==> src/rtl/csr_access_unit_if.sv <==
// Request, CSR-file and response signals of the CSR access unit, bundled as one port.
// slave is the unit's view; master is the EXU/CSR-file environment's view.
interface csr_access_unit_if #(
    parameter int XLEN = 64
);
    logic            in_valid;
    logic            in_ready;
    logic [2:0]      funct3;
    logic [11:0]     csr_addr_i;
    logic [4:0]      rs1_idx;
    logic [XLEN-1:0] rs1_data;
    logic [4:0]      rd_idx;
    logic [XLEN-1:0] pc;
    logic            is_ecall;
    logic            is_mret;
    logic [3:0]      csr_ctl;
    logic [11:0]     csr_addr;
    logic [XLEN-1:0] mcause_value;
    logic [XLEN-1:0] write_csr_data;
    logic [XLEN-1:0] read_csr_data;
    logic            out_valid;
    logic            out_ready;
    logic            rd_wen;
    logic [4:0]      rd_idx_o;
    logic [XLEN-1:0] rd_data;
    logic            redirect_valid;
    logic [XLEN-1:0] redirect_pc;

    modport slave (
        input  in_valid, funct3, csr_addr_i, rs1_idx, rs1_data, rd_idx, pc,
               is_ecall, is_mret, read_csr_data, out_ready,
        output in_ready, csr_ctl, csr_addr, mcause_value, write_csr_data,
               out_valid, rd_wen, rd_idx_o, rd_data, redirect_valid, redirect_pc
    );

    modport master (
        output in_valid, funct3, csr_addr_i, rs1_idx, rs1_data, rd_idx, pc,
               is_ecall, is_mret, read_csr_data, out_ready,
        input  in_ready, csr_ctl, csr_addr, mcause_value, write_csr_data,
               out_valid, rd_wen, rd_idx_o, rd_data, redirect_valid, redirect_pc
    );
endinterface

==> src/rtl/csr_access_unit.sv <==
// Initiator side of the CSR file port: sequences CSRRW/S/C[I] read-modify-write,
// ecall and mret, and returns the old CSR value and the trap/return redirect PC.
module csr_access_unit #(
    parameter int XLEN        = 64,
    parameter int ECALL_CAUSE = 11
) (
    input logic            clk,
    input logic            rst,
    csr_access_unit_if.slave bus
);

    typedef enum logic [2:0] {
        S_IDLE,
        S_READ,
        S_WRITE,
        S_TRAP,
        S_RESP
    } state_t;

    state_t          state, state_nxt;

    logic [2:0]      funct3_q;
    logic [11:0]     addr_q;
    logic [4:0]      rs1_idx_q;
    logic [4:0]      rd_idx_q;
    logic [XLEN-1:0] rs1_data_q;
    logic [XLEN-1:0] pc_q;
    logic [XLEN-1:0] old_q;
    logic [XLEN-1:0] redirect_pc_q;
    logic            ecall_q;
    logic            mret_q;
    logic            csr_op_q;
    logic            accept;
    logic            wr_suppress;
    logic [XLEN-1:0] new_val;

    logic            in_ready_c;
    logic [3:0]      csr_ctl_c;
    logic [11:0]     csr_addr_c;
    logic [XLEN-1:0] mcause_c;
    logic [XLEN-1:0] wdata_c;
    logic            out_valid_c;
    logic            rd_wen_c;
    logic            redirect_valid_c;

    // *I ops take the 5-bit zimm from the rs1 field; funct3[1:0] selects RW/RS/RC.
    function automatic logic [XLEN-1:0] csr_rmw(
        input logic [2:0]      f3,
        input logic [XLEN-1:0] old,
        input logic [4:0]      zimm,
        input logic [XLEN-1:0] rs1
    );
        logic [XLEN-1:0] src;
        src = f3[2] ? {{(XLEN-5){1'b0}}, zimm} : rs1;
        case (f3[1:0])
            2'b01:   return src;
            2'b10:   return old | src;
            2'b11:   return old & ~src;
            default: return old;
        endcase
    endfunction

    assign accept      = bus.in_valid && (state == S_IDLE);
    assign new_val     = csr_rmw(funct3_q, old_q, rs1_idx_q, rs1_data_q);
    assign wr_suppress = funct3_q[1] && (rs1_idx_q == 5'd0);

    always_ff @(posedge clk or posedge rst) begin
        if (rst) begin
            state <= S_IDLE;
        end else begin
            state <= state_nxt;
        end
    end

    always_ff @(posedge clk or posedge rst) begin
        if (rst) begin
            funct3_q      <= '0;
            addr_q        <= '0;
            rs1_idx_q     <= '0;
            rd_idx_q      <= '0;
            rs1_data_q    <= '0;
            pc_q          <= '0;
            old_q         <= '0;
            redirect_pc_q <= '0;
            ecall_q       <= 1'b0;
            mret_q        <= 1'b0;
            csr_op_q      <= 1'b0;
        end else begin
            if (accept) begin
                funct3_q      <= bus.funct3;
                addr_q        <= bus.csr_addr_i;
                rs1_idx_q     <= bus.rs1_idx;
                rd_idx_q      <= bus.rd_idx;
                rs1_data_q    <= bus.rs1_data;
                pc_q          <= bus.pc;
                old_q         <= '0;
                redirect_pc_q <= '0;
                ecall_q       <= bus.is_ecall;
                mret_q        <= !bus.is_ecall && bus.is_mret;
                csr_op_q      <= !bus.is_ecall && !bus.is_mret && (bus.funct3[1:0] != 2'b00);
            end
            // The CSR file read is combinational, so capture happens in the access cycle.
            if (state == S_READ) old_q <= bus.read_csr_data;
            if (state == S_TRAP) redirect_pc_q <= bus.read_csr_data;
        end
    end

    always_comb begin
        state_nxt        = state;
        in_ready_c       = 1'b0;
        csr_ctl_c        = 4'b0000;
        csr_addr_c       = '0;
        mcause_c         = '0;
        wdata_c          = '0;
        out_valid_c      = 1'b0;
        rd_wen_c         = 1'b0;
        redirect_valid_c = 1'b0;
        case (state)
            S_IDLE: begin
                in_ready_c = 1'b1;
                if (bus.in_valid) begin
                    if (bus.is_ecall || bus.is_mret)    state_nxt = S_TRAP;
                    else if (bus.funct3[1:0] != 2'b00)  state_nxt = S_READ;
                    else                                state_nxt = S_RESP;
                end
            end
            S_READ: begin
                csr_ctl_c  = 4'b0100;
                csr_addr_c = addr_q;
                state_nxt  = S_WRITE;
            end
            S_WRITE: begin
                csr_addr_c = addr_q;
                if (!wr_suppress) begin
                    csr_ctl_c = 4'b1000;
                    wdata_c   = new_val;
                end
                state_nxt = S_RESP;
            end
            S_TRAP: begin
                if (ecall_q) begin
                    csr_ctl_c = 4'b0010;
                    wdata_c   = pc_q;
                    mcause_c  = XLEN'(ECALL_CAUSE);
                end else begin
                    csr_ctl_c = 4'b0001;
                end
                state_nxt = S_RESP;
            end
            S_RESP: begin
                out_valid_c      = 1'b1;
                rd_wen_c         = csr_op_q && (rd_idx_q != 5'd0);
                redirect_valid_c = ecall_q || mret_q;
                if (bus.out_ready) state_nxt = S_IDLE;
            end
            default: state_nxt = S_IDLE;
        endcase
    end

    assign bus.in_ready       = in_ready_c;
    assign bus.csr_ctl        = csr_ctl_c;
    assign bus.csr_addr       = csr_addr_c;
    assign bus.mcause_value   = mcause_c;
    assign bus.write_csr_data = wdata_c;
    assign bus.out_valid      = out_valid_c;
    assign bus.rd_wen         = rd_wen_c;
    assign bus.rd_idx_o       = rd_idx_q;
    assign bus.rd_data        = old_q;
    assign bus.redirect_valid = redirect_valid_c;
    assign bus.redirect_pc    = redirect_pc_q;

endmodule
==> src/flat_wrapper.sv <==
// flat-port wrapper written by rule: the top's interface ports become plain ports
module csr_access_unit_flat 
#(
    parameter int XLEN        = 64,
    parameter int ECALL_CAUSE = 11
)
  (clk, rst, bus_in_valid, bus_funct3, bus_csr_addr_i, bus_rs1_idx, bus_rs1_data, bus_rd_idx, bus_pc, bus_is_ecall, bus_is_mret, bus_read_csr_data, bus_out_ready, bus_in_ready, bus_csr_ctl, bus_csr_addr, bus_mcause_value, bus_write_csr_data, bus_out_valid, bus_rd_wen, bus_rd_idx_o, bus_rd_data, bus_redirect_valid, bus_redirect_pc);
  csr_access_unit_if #(.XLEN(XLEN)) bus_i ();
  input logic clk;
  input logic rst;
  input wire logic [$bits(bus_i.in_valid)-1:0] bus_in_valid;
  input wire logic [$bits(bus_i.funct3)-1:0] bus_funct3;
  input wire logic [$bits(bus_i.csr_addr_i)-1:0] bus_csr_addr_i;
  input wire logic [$bits(bus_i.rs1_idx)-1:0] bus_rs1_idx;
  input wire logic [$bits(bus_i.rs1_data)-1:0] bus_rs1_data;
  input wire logic [$bits(bus_i.rd_idx)-1:0] bus_rd_idx;
  input wire logic [$bits(bus_i.pc)-1:0] bus_pc;
  input wire logic [$bits(bus_i.is_ecall)-1:0] bus_is_ecall;
  input wire logic [$bits(bus_i.is_mret)-1:0] bus_is_mret;
  input wire logic [$bits(bus_i.read_csr_data)-1:0] bus_read_csr_data;
  input wire logic [$bits(bus_i.out_ready)-1:0] bus_out_ready;
  output wire logic [$bits(bus_i.in_ready)-1:0] bus_in_ready;
  output wire logic [$bits(bus_i.csr_ctl)-1:0] bus_csr_ctl;
  output wire logic [$bits(bus_i.csr_addr)-1:0] bus_csr_addr;
  output wire logic [$bits(bus_i.mcause_value)-1:0] bus_mcause_value;
  output wire logic [$bits(bus_i.write_csr_data)-1:0] bus_write_csr_data;
  output wire logic [$bits(bus_i.out_valid)-1:0] bus_out_valid;
  output wire logic [$bits(bus_i.rd_wen)-1:0] bus_rd_wen;
  output wire logic [$bits(bus_i.rd_idx_o)-1:0] bus_rd_idx_o;
  output wire logic [$bits(bus_i.rd_data)-1:0] bus_rd_data;
  output wire logic [$bits(bus_i.redirect_valid)-1:0] bus_redirect_valid;
  output wire logic [$bits(bus_i.redirect_pc)-1:0] bus_redirect_pc;
  assign bus_i.in_valid = bus_in_valid;
  assign bus_i.funct3 = bus_funct3;
  assign bus_i.csr_addr_i = bus_csr_addr_i;
  assign bus_i.rs1_idx = bus_rs1_idx;
  assign bus_i.rs1_data = bus_rs1_data;
  assign bus_i.rd_idx = bus_rd_idx;
  assign bus_i.pc = bus_pc;
  assign bus_i.is_ecall = bus_is_ecall;
  assign bus_i.is_mret = bus_is_mret;
  assign bus_i.read_csr_data = bus_read_csr_data;
  assign bus_i.out_ready = bus_out_ready;
  assign bus_in_ready = bus_i.in_ready;
  assign bus_csr_ctl = bus_i.csr_ctl;
  assign bus_csr_addr = bus_i.csr_addr;
  assign bus_mcause_value = bus_i.mcause_value;
  assign bus_write_csr_data = bus_i.write_csr_data;
  assign bus_out_valid = bus_i.out_valid;
  assign bus_rd_wen = bus_i.rd_wen;
  assign bus_rd_idx_o = bus_i.rd_idx_o;
  assign bus_rd_data = bus_i.rd_data;
  assign bus_redirect_valid = bus_i.redirect_valid;
  assign bus_redirect_pc = bus_i.redirect_pc;
  csr_access_unit #(.XLEN(XLEN), .ECALL_CAUSE(ECALL_CAUSE)) u_core (.clk(clk), .rst(rst), .bus(bus_i));
endmodule
==> config.mk <==
export PLATFORM = sky130hd
export DESIGN_NAME = csr_access_unit_flat
export DESIGN_NICKNAME = d
export VERILOG_FILES = /design/src/rtl/csr_access_unit_if.sv /design/src/rtl/csr_access_unit.sv /design/src/flat_wrapper.sv
export SDC_FILE = /design/constraint.sdc
export NUM_CORES = 1
export LEC_CHECK = 0
export CORE_AREA = 2 2 199 201
export CTS_BUF_LIST = sky130_fd_sc_hd__clkbuf_4 sky130_fd_sc_hd__clkbuf_8 sky130_fd_sc_hd__clkbuf_16
export DETAILED_ROUTE_END_ITERATION = 10
export DIE_AREA = 0 0 201 203
export PLACE_DENSITY_LB_ADDON = 0.1
export SETUP_SLACK_MARGIN = 0.5
export SYNTH_ARGS = -nofsm -noshare
export SYNTH_HDL_FRONTEND = slang
export SYNTH_SLANG_ARGS = --single-unit
==> constraint.sdc <==
create_clock -name clk -period 19.57 [get_ports clk]
set_input_delay 2.9355 -clock clk [delete_from_list [all_inputs] [get_ports clk]]
set_output_delay 2.9355 -clock clk [all_outputs]
set_load 0.005 [all_outputs]
==> flow_metrics.py <==
metrics = {
    "synthesis": {
        "yosysWarnings": 0,
        "synth_area_leaders": "dfrtp_1, nand2_1, a22o_1",
        "async_flop_share": 1.00,
        "synth_compound_area_frac": 0.175,
        "synth_edf_count": 0,
        "syn_inst": 1426,
        "yosys.area.top_type": "dfrtp_1",
        "synth_mux_area_frac": 0.00739,
        "synth_xor_area_frac": 0.0388,
        "synth_top_family_by_area": "compound AO/OA/AOI/OAI gates",
        "synthSimpleGateAreaFrac": 0.174,
        "synthAdderAreaFrac": 0,
        "synth_seq_cells": 287,
        "synth_ff_type": "dfrtp_1",
        "syn-cell-area_mm2": 0.0135,
        "synth_top_area_share": 0.530,
        "avgSynthCellArea_um2": 9.50,
        "synth_cell_types": 34,
        "yosysSeqAreaShare": 0.530,
    },
    "clock_network": {
        "clk_pin_slew_ns": 0.06,
        "cts_tree": "done",
        "ctsLongestPathBuffers": 3,
        "htreeDepth": 2,
        "clock_latency_ns": 0.54,
        "cts_num_sinks": 287,
        "post_cts_buffers": 0,
        "cts_root_buf": "clkbuf_16",
        "cts.repair.resized": 0,
        "postCtsHoldBufs": 0,
        "cts_buffers": 35,
    },
    "worst_hold_path": {
        "whs_path_depth": 2,
        "hold_end": "u_core.addr_q[10]$_DFFE_PP0P_",
        "holdCritPathClass": "register to register",
        "min_from": "u_core.addr_q[10]$_DFFE_PP0P_",
    },
    "layout": {
        "drive_gt1_frac": 0.0486,
        "utilization": 0.500,
        "fillerInstances": 3597,
        "nNetsFinal": 2033,
        "area_growth_pct": 42.0,
        "stdcell_area_mm2": 0.0192,
        "layout_commonest_cell": "nand2_1",
        "multi_input_area_mm2": 0.00564,
        "final_cell_mix": "nand2_1, clkdlybuf4s50_1, dfrtp_1",
        "ff_latch_area_mm2": 0.00719,
    },
    "critical_path": {
        "reg2reg_to": "u_core.rs1_idx_q[0]$_DFFE_PP0P_",
        "r2r_slack_ns": 16.48,
        "end_kind": "primary output",
        "critPathMaxStageDelay_ns": 0.61,
        "worstPathMaxFanout": 55,
        "critPathLaunchType": "register",
        "cp.arrival_ns": 3.39,
        "critPathRequiredTime_ns": 16.63,
        "rr_worst_depth": 5,
        "cpMaxStageDelayCell": "dfrtp_4",
        "rr_startpoint": "u_core.state[0]$_DFFE_PP0P_",
        "crit_path_cell_trace": "buf_4, a311oi_4, buf_4, o21ai_0, o21ai_0, clkdlybuf4s50_1",
        "crit_type": "register to primary output",
    },
    "power": {
        "total_power_uw": 3090,
        "switching_power_uw": 1140,
        "clkPwrFrac": 0.217,
        "peakVddDrop_mv": 0.0782,
        "swShare": 0.369,
        "pwr-share-seq": 0.344,
        "static-leakage-power_uw": 0.00881,
        "p_comb_frac": 0.439,
        "intPower_uw": 1950,
        "power_density_mw_per_mm2": 161,
    },
    "detailed_routing": {
        "avgViaCountPerCell": 4.94,
        "ant_nets": 0,
        "vias": 11600,
        "drt_first_pass_iters": 7,
        "drc": 0,
        "drtIter0Drc": 748,
        "wl_per_cell_um": 20.2,
        "routed_wl_um": 47600,
    },
    "timing": {
        "final.period_utilization": 0.323,
        "slew_violations": 0,
        "worstMarginPinSlew_ns": 1.10,
        "setup_viol": 0,
        "period_needed_ns": 6.33,
        "tns_ns": 0,
        "finClkSkew_ns": 0.0107,
        "hold_viol": 0,
        "relSlewSlack": 0.265,
        "fmax_mhz": 158,
        "rsz0062_at_grt": "false",
    },
    "floorplan": {
        "die_h_um": 203,
        "floorplan.rows": 72,
        "initial_utilization": 0.352,
        "pin_count": 504,
        "core_mm2": 0.0385,
        "die_area_mm2": 0.0408,
        "dieWidth_um": 201,
    },
    "run_status": {
        "status": "finished clean",
    },
    "place": {
        "dpl-instance-area_mm2": 0.0180,
        "dp_hpwl_um": 30400,
        "place.gp.congestion": 0.781,
        "port_buffers": 442,
    },
    "grt": {
        "track_usage": 0.230,
        "grt_antenna_before_repair": 8,
        "grt_pass1_wl_um": 72900,
        "grt_pass1_vias": 11800,
        "gr-total-overflow": 0,
        "grt_max_degree": 92,
    },
    "flow_run": {
        "drv_cap": 0,
    },
}
-- cell usage after synthesis, types with 2 or more instances --
cell type and instances:
a21oi_1 124, a22o_1 187, and2_1 14, buf_1 3, buf_2 65, buf_4 70
clkbuf_1 32, dfrtp_1 287, inv_1 3, mux2i_1 10, nand2_1 469, nand2b_1 2
nor2_1 5, nor2_4 2, nor2b_1 60, nor3_1 5, o21ai_0 12, xnor2_1 60
-- critical path: cells and delay by family, from the launching register on --
kind / cells / cell delay (ns)
buffers and inverters: 3 / 1.50
AO/OA/AOI/OAI: 3 / 0.72
flip-flops: 1 / 0.61
-- registers in the layout, summed over array words and instances (netlist names), 3 cells and up --
register                cells
u_core.pc_q                64
u_core.addr_q              12
u_core.bus.rd_data         64
u_core.rs1_data_q          64
u_core.state                3
u_core.funct3_q             3
u_core.bus.redirect_pc     64
u_core.rs1_idx_q            5
u_core.bus.rd_idx_o         5
-- kinds of logic (layout without fill, tap and decap cells) --
| kind of cell | Yosys count | after routing |
|---|---|---|
| buffers and inverters | 174 | 520 |
| AOI/OAI and AO/OA | 329 | 329 |
| DFF | 287 | 287 |
| and+or+nand+nor | 565 | 565 |
| xor gates and xnor gates | 60 | 60 |
| muxes | 10 | 10 |
| other | 1 | 68 |
-- worst max path at each step --
stage                                               from                               to  cells after the start
after floorplan                                      rst     u_core.addr_q[0]$_DFFE_PP0P_                      1
after global placement                      bus_in_valid  u_core.rs1_idx_q[0]$_DFFE_PP0P_                      5
after detailed placement                    bus_in_valid  u_core.rs1_idx_q[0]$_DFFE_PP0P_                      5
after CTS                 u_core.funct3_q[1]$_DFFE_PP0P_            bus_write_csr_data[1]                      6
after global routing      u_core.funct3_q[1]$_DFFE_PP0P_            bus_write_csr_data[1]                      6
final                     u_core.funct3_q[1]$_DFFE_PP0P_            bus_write_csr_data[1]                      6
-- area by class of cell --
| cell class | instances | area share |
|---|---|---|
| flip-flops and latches | 287 | 0.374 |
| multi-input cells | 1025 | 0.293 |
| repair buffers | 458 | 0.236 |
| clock buffers | 57 | 0.0585 |
| well taps | 518 | 0.0337 |
| clock inverters | 2 | 0.00312 |
| inverters | 3 | 0.000975 |
| diodes | 7 | 0.000910 |
-- power groups by stage --
stage               registers (uW)  logic (uW)  clock network [uW]
detailed placement            1070        1370                   0
floorplan                     1010         802                   0
global route                  1100        1500                 710
finish                        1070        1360                 671
CTS                           1060        1380                 687
global placement              1070        1350                   0
-- routing by layer --
metal  track usage  part of all wire  up-vias
li1              -                 -     5423
met1         0.298              0.42     5767
met2         0.373              0.48      395
met3        0.0583             0.067       64
met4        0.0857             0.025        0
met5             0                 0        -
-- stage by stage --
stage	worst slack [ns]	std cells	hold WS [ns]
4_1_cts	13.17	2350	0.472
3_5_place_dp	13.73	2291	0.458
6_report	13.24	2357	0.468
3_3_place_gp	13.77	2291	0.453
5_1_grt	12.99	2357	0.490
2_1_floorplan	8.71	1486	0.437
Power figures use the tool's default switching activity.
